File: src/rtl/id_ex_exec.sv
// ID/EX pipeline register and EX stage: single-cycle logic/shift ops plus an
// iterative shift-add multiplier that stalls the pipeline while it runs.
module id_ex_exec #(
  parameter int MUL_STEPS = 32
) (
  input  logic        clk,
  input  logic        rst,
  input  logic [5:0]  stall_i,
  input  logic [7:0]  id_aluop_i,
  input  logic [2:0]  id_alusel_i,
  input  logic [31:0] id_reg1_i,
  input  logic [31:0] id_reg2_i,
  input  logic [4:0]  id_wd_i,
  input  logic        id_wreg_i,
  output logic [4:0]  wd_o,
  output logic        wreg_o,
  output logic [31:0] wdata_o,
  output logic        stallreq_o
);

  localparam logic [7:0] EXE_NOP_OP = 8'b0000_0000;
  localparam logic [7:0] EXE_AND_OP = 8'b0010_0100;
  localparam logic [7:0] EXE_OR_OP  = 8'b0010_0101;
  localparam logic [7:0] EXE_XOR_OP = 8'b0010_0110;
  localparam logic [7:0] EXE_NOR_OP = 8'b0010_0111;
  localparam logic [7:0] EXE_SLL_OP = 8'b0111_1100;
  localparam logic [7:0] EXE_SRL_OP = 8'b0000_0010;
  localparam logic [7:0] EXE_SRA_OP = 8'b0000_0011;
  localparam logic [7:0] EXE_MUL_OP = 8'b1010_1001;

  localparam logic [2:0] EXE_RES_NOP   = 3'b000;
  localparam logic [2:0] EXE_RES_LOGIC = 3'b001;
  localparam logic [2:0] EXE_RES_SHIFT = 3'b010;
  localparam logic [2:0] EXE_RES_MUL   = 3'b101;

  localparam int CNT_W = $clog2(MUL_STEPS);
  localparam logic [CNT_W-1:0] CNT_LAST = CNT_W'(MUL_STEPS - 1);

  typedef enum logic [1:0] {
    MUL_IDLE = 2'd0,
    MUL_BUSY = 2'd1,
    MUL_DONE = 2'd2
  } mul_state_e;

  logic [7:0]  ex_aluop_q,  ex_aluop_d;
  logic [2:0]  ex_alusel_q, ex_alusel_d;
  logic [31:0] ex_reg1_q,   ex_reg1_d;
  logic [31:0] ex_reg2_q,   ex_reg2_d;
  logic [4:0]  ex_wd_q,     ex_wd_d;
  logic        ex_wreg_q,   ex_wreg_d;

  mul_state_e       state_q, state_d;
  logic [CNT_W-1:0] cnt_q,   cnt_d;
  logic [31:0]      acc_q,   acc_d;
  logic [31:0]      mcand_q, mcand_d;
  logic [31:0]      mplr_q,  mplr_d;

  logic        idex_load;
  logic        mul_pending;
  logic [31:0] logic_res;
  logic [31:0] shift_res;

  // The register changes unless both ID and EX are stalled.
  assign idex_load = !(stall_i[2] && stall_i[3]);

  always_comb begin
    ex_aluop_d  = ex_aluop_q;
    ex_alusel_d = ex_alusel_q;
    ex_reg1_d   = ex_reg1_q;
    ex_reg2_d   = ex_reg2_q;
    ex_wd_d     = ex_wd_q;
    ex_wreg_d   = ex_wreg_q;
    if (!stall_i[2]) begin
      ex_aluop_d  = id_aluop_i;
      ex_alusel_d = id_alusel_i;
      ex_reg1_d   = id_reg1_i;
      ex_reg2_d   = id_reg2_i;
      ex_wd_d     = id_wd_i;
      ex_wreg_d   = id_wreg_i;
    end else if (!stall_i[3]) begin
      ex_aluop_d  = EXE_NOP_OP;
      ex_alusel_d = EXE_RES_NOP;
      ex_reg1_d   = 32'h0;
      ex_reg2_d   = 32'h0;
      ex_wd_d     = 5'd0;
      ex_wreg_d   = 1'b0;
    end
  end

  always_ff @(posedge clk) begin
    if (rst) begin
      ex_aluop_q  <= EXE_NOP_OP;
      ex_alusel_q <= EXE_RES_NOP;
      ex_reg1_q   <= 32'h0;
      ex_reg2_q   <= 32'h0;
      ex_wd_q     <= 5'd0;
      ex_wreg_q   <= 1'b0;
    end else begin
      ex_aluop_q  <= ex_aluop_d;
      ex_alusel_q <= ex_alusel_d;
      ex_reg1_q   <= ex_reg1_d;
      ex_reg2_q   <= ex_reg2_d;
      ex_wd_q     <= ex_wd_d;
      ex_wreg_q   <= ex_wreg_d;
    end
  end

  // Any ID/EX load returns the multiplier to IDLE; IDLE only starts when the
  // register is held, so the latched operands always match the instruction.
  always_comb begin
    state_d = state_q;
    cnt_d   = cnt_q;
    acc_d   = acc_q;
    mcand_d = mcand_q;
    mplr_d  = mplr_q;
    case (state_q)
      MUL_IDLE: begin
        if (ex_aluop_q == EXE_MUL_OP && !idex_load) begin
          mcand_d = ex_reg1_q;
          mplr_d  = ex_reg2_q;
          acc_d   = 32'h0;
          cnt_d   = '0;
          state_d = MUL_BUSY;
        end
      end
      MUL_BUSY: begin
        if (idex_load) begin
          state_d = MUL_IDLE;
        end else begin
          if (mplr_q[0]) acc_d = acc_q + mcand_q;
          mcand_d = mcand_q << 1;
          mplr_d  = mplr_q >> 1;
          cnt_d   = cnt_q + 1'b1;
          if (cnt_q == CNT_LAST) state_d = MUL_DONE;
        end
      end
      MUL_DONE: begin
        if (idex_load) state_d = MUL_IDLE;
      end
      default: state_d = MUL_IDLE;
    endcase
  end

  always_ff @(posedge clk) begin
    if (rst) begin
      state_q <= MUL_IDLE;
      cnt_q   <= '0;
      acc_q   <= 32'h0;
      mcand_q <= 32'h0;
      mplr_q  <= 32'h0;
    end else begin
      state_q <= state_d;
      cnt_q   <= cnt_d;
      acc_q   <= acc_d;
      mcand_q <= mcand_d;
      mplr_q  <= mplr_d;
    end
  end

  assign mul_pending = (ex_aluop_q == EXE_MUL_OP) && (state_q != MUL_DONE);

  always_comb begin
    logic_res = 32'h0;
    case (ex_aluop_q)
      EXE_OR_OP:  logic_res = ex_reg1_q | ex_reg2_q;
      EXE_AND_OP: logic_res = ex_reg1_q & ex_reg2_q;
      EXE_XOR_OP: logic_res = ex_reg1_q ^ ex_reg2_q;
      EXE_NOR_OP: logic_res = ~(ex_reg1_q | ex_reg2_q);
      default:    logic_res = 32'h0;
    endcase
  end

  always_comb begin
    shift_res = 32'h0;
    case (ex_aluop_q)
      EXE_SLL_OP: shift_res = ex_reg2_q << ex_reg1_q[4:0];
      EXE_SRL_OP: shift_res = ex_reg2_q >> ex_reg1_q[4:0];
      EXE_SRA_OP: shift_res = 32'($signed(ex_reg2_q) >>> ex_reg1_q[4:0]);
      default:    shift_res = 32'h0;
    endcase
  end

  always_comb begin
    wdata_o = 32'h0;
    case (ex_alusel_q)
      EXE_RES_LOGIC: wdata_o = logic_res;
      EXE_RES_SHIFT: wdata_o = shift_res;
      EXE_RES_MUL:   wdata_o = mul_pending ? 32'h0 : acc_q;
      default:       wdata_o = 32'h0;
    endcase
  end

  assign wd_o       = ex_wd_q;
  assign wreg_o     = ex_wreg_q && !mul_pending;
  assign stallreq_o = mul_pending;

endmodule

File: config.mk
export PLATFORM = sky130hd
export DESIGN_NAME = id_ex_exec
export DESIGN_NICKNAME = d
export VERILOG_FILES = /design/src/rtl/id_ex_exec.sv
export SDC_FILE = /design/constraint.sdc
export NUM_CORES = 1
export LEC_CHECK = 0
export CAP_MARGIN = 10
export CORE_MARGIN = 4
export CORE_UTILIZATION = 38
export DETAILED_ROUTE_END_ITERATION = 16
export HOLD_SLACK_MARGIN = 0.08
export PLACE_DENSITY = 0.53
export SLEW_MARGIN = 5
export SYNTH_ARGS = -nofsm -noshare
export SYNTH_HDL_FRONTEND = slang
export SYNTH_SLANG_ARGS = --single-unit
export TNS_END_PERCENT = 100
File: constraint.sdc
create_clock -name clk -period 3.8 [get_ports clk]
set_clock_uncertainty 0.2 [all_clocks]
set_input_delay 1.14 -clock clk [delete_from_list [all_inputs] [get_ports clk]]
set_output_delay 1.14 -clock clk [all_outputs]
set_load 0.01 [all_outputs]
==> metrics.md <==
| Metric | Value |
|---|---|
| Largest cells by area after synthesis | `dfxtp_1 (25%), ha_1 (8.3%), mux4_2 (8.1%)` |
| Std-Cell Rows | `72` |
| Final worst path period share | `115.9%` |
| Initial antenna violation count | `3` |
| Power per Cell Area | `250.5 nW/um^2` |
| Flops & latches, synth | `184` |
| Setup violators final | `32` |
| Worst setup margin | `-603.6 ps` |
| HP Class | `reg -> reg` |
| Global-route wire length before repair | `between 80 and 90 mm` |
| CP Data Arrival Time | `between 3000 and 4000 ps` |
| FFs w/ async S/R, synth | `0%` |
| Most common cell in the netlist | `nor2_1` |
| Starting Density | `between 30% and 40%` |
| CTS Buf Count | `17` |
| Die Span Y | `~210 um` |
| Worst-path clk slew | `about 70 ps` |
| Setup WS pre-CTS | `-736.1 ps` |
| Unrepaired setup endpoints after global routing | `true` |
| Drt wl/cell | `21.19 um` |
| Post-place instance area | `roughly 19000 sq um` |
| Slowest cell on crit path | `or4_4` |
| Clk sink count | `about 180` |
| Post-synth top area share | `about a quarter` |
| TritonCTS clock tree | `yes` |
| Violated checks | `negative setup slack` |
| Leakage | `around 0.008 uW` |
| CTS Buffer Depth | `2` |
| Remaining Overflow, GRT | `0` |
| Worst-margin pin slew | `about 1000 ps` |
| DIE WIDTH | `~210 um` |
| Clock Latency Late Sink | `around 470 ps` |
| CTS root buf | `clkbuf_16` |
| Post-synthesis cell type count | `70` |
| # port buffers | `123` |
| Slew Limit Fails | `0` |
| CP Max Fanout | `5` |
| Outcome | `finished, violations left` |
| Cell Count, Final, Fillers Out | `2794` |
| Syn Nets | `2122` |
| Core outline area | `about 39000 sq um` |
| N_diodes | `0` |
| Most used cell, CP | `buf_6` |
| Drt total wl | `slightly below 60 mm` |
| WP data required | `about 2500 ps` |
| DIE AREA | `~43000 sq um` |
| Largest net degree at the start of global routing | `126` |
| First DRT Iteration DRCs | `roughly 1000` |
| Max_slew headroom | `roughly 32%` |
| Worst setup path category | `reg -> out` |
| Final GP Congestion | `slightly above 0.9` |
| Post-route minimum period | `4404 ps` |
| Worst-path cell chain | `or4_4 > or4b_4 > buf_12 > o21ai_4 > buf_6 > buf_6 > a21oi_2 > nor3_2 > a221o_1 > buf_2` |
| Htree depth | `4` |
| Pre-antenna DRT Iters | `6` |
| Remaining DRCs | `0` |
| Post-DRT Antenna Nets | `0` |
| Fraction of final layout cells sized beyond drive strength 1 | `28.08%` |
| Via density | `around 5.6` |
| Syn Area/Cell | `7.733 sq um` |
| Vias | `about 16000` |
| VDD IR max | `between 0.2 and 0.3 mV` |
| Number of enable flip-flop cells after synthesis | `0` |
| Yosys top cell by area | `dfxtp_1` |
| CP Capture Type | `output port` |
| Placed insts | `2724` |
| Min Hold Slack | `roughly 270 ps` |
| CP max stage delay | `~550 ps` |
| Seq/Total Area, Yosys | `between 20 and 25%` |
| Overall Global Routing Usage | `between 20% and 30%` |
| Dominant synthesized flop cell | `dfxtp_1` |
| Design area | `approximately 20000 sq um` |
| Max-Cap Viols | `0` |
| Final Hold Fails | `0` |
| Synth warn | `0` |
| Post-synth design cell area | `about 15000 sq um` |
| Synth cell count leaders | `nor2_1 (247), dfxtp_1 (184), a21oi_1 (177)` |
| Boundary Pins | `128` |
| Fillers | `approximately 3700` |
| Vias in the first global route | `14860` |
| # nets final | `~2500` |
| Fin Setup TNS | `-16220 ps` |
| Cells after Synth | `between 1500 and 2000` |
| HPWL Detailed | `about 45 mm` |
| CP Launch Type | `register` |
| Syn-to-layout area delta | `37.10%` |
| Fmax | `around 230 MHz` |
-- routing by layer --
layer / up-vias / global-route usage [%] / wire (um)
li1: 7603 / - / -
met1: 7621 / 38.26 / 26780
met2: 435 / 43.50 / 27330
met3: 86 / 4.331 / 3344
met4: 4 / 8.531 / 1732
met5: - / 0 / 23
-- worst paths after layout --
check                startpoint           to  slack [ps]  cells past startpoint
setup reg to reg       acc_q[0]    acc_q[28]         270                     11
hold / removal        ex_wreg_q    ex_wreg_q         270                      2
setup / recovery  ex_aluop_q[3]  wdata_o[17]        -600                     10
hold reg to reg       ex_wreg_q    ex_wreg_q         270                      2
-- worst max-delay path: cells and delay by family, from the launching register on --
kind / cells / cell delay, ps
buffers and inverters: 4 / 550
AO/OA/AOI/OAI: 3 / 470
flip-flops: 1 / 320
AND/OR/NAND/NOR: 3 / 1270
-- cells by family (layout without fill, tap and decap cells) --
group | after synthesis | after routing | synth area share (%)
and+or+nand+nor | 701 | 701 | 22.08
AOI/OAI and AO/OA | 516 | 516 | 21.37
buffers and inverters | 242 | 585 | 6.629
DFF | 184 | 184 | 24.64
muxes | 136 | 136 | 13.69
adders and majority gates | 100 | 100 | 8.421
xor gates and xnor gates | 54 | 54 | 3.164
-- stage by stage --
stage                     total power, uW  utilization [%]
after global placement               3131            48.28
after detailed placement             3141            48.28
after floorplan                      2613                -
after global routing                 5347            52.90
final                                5134            52.90
after CTS                            5128            52.00
-- layout make-up --
class,count,area (sq um),area share (%)
tap,518,648.1,3.163
clock inverter,10,137.6,0.6716
sequential,184,3699,18.05
inverter,77,291.5,1.423
clock buffer,22,454.2,2.216
multi-input combinational,1507,11100,54.17
timing repair buffer,476,4161,20.31
-- flip-flops by register name, indices dropped and copies added, names as in the netlist --
register     flops
acc_q           32
ex_reg1_q       32
ex_reg2_q       32
mcand_q         32
mplr_q          32
ex_aluop_q       8
cnt_q            5
wd_o             5
ex_alusel_q      3
state_q          2
ex_wreg_q        1
-- where the power goes --
| group | internal, uW | switching (uW) | total [uW] |
|---|---|---|---|
| Combinational | 614 | 626 | 1240 |
| Clock | 1000 | 867 | 1870 |
| Sequential | 1970 | 55.1 | 2020 |
| Total | 3590 | 1550 | 5130 |
-- placed cells by master, fill, tap and decap left out, types with 17 or more instances in the layout --
cell type        netlist  layout
buf_4                  3     296
nor2_1               247     221
dfxtp_1              184     176
a21oi_1              177     149
nand2_1              111     107
nand3_1              108     107
ha_1                  99      99
nand2b_1              91      91
clkdlybuf4s50_1        0      88
nor3_1                87      83
inv_1                 75      73
o21ai_0              114      73
a211oi_1              87      70
mux2i_1               74      61
mux4_2                54      54
xnor2_1               45      45
buf_6                  5      44
a22oi_1               30      28
o21ai_2                0      25
buf_2                 27      24
a21oi_2                0      23
o21ai_1                8      19
nor2_2                 0      18
buf_12                 0      18
clkbuf_16              0      17
-- what timing repair did --
| action | in CTS | in global routing |
|---|---|---|
| pin swaps | 75 | 47 |
| gates resized for setup | 340 | 70 |
| hold buffers | 0 | 0 |
| setup buffers | 35 | 22 |
| setup endpoints to repair | 32 | 34 |
| gates cloned | 1 | 0 |
Power figures use the tool's default switching activity.
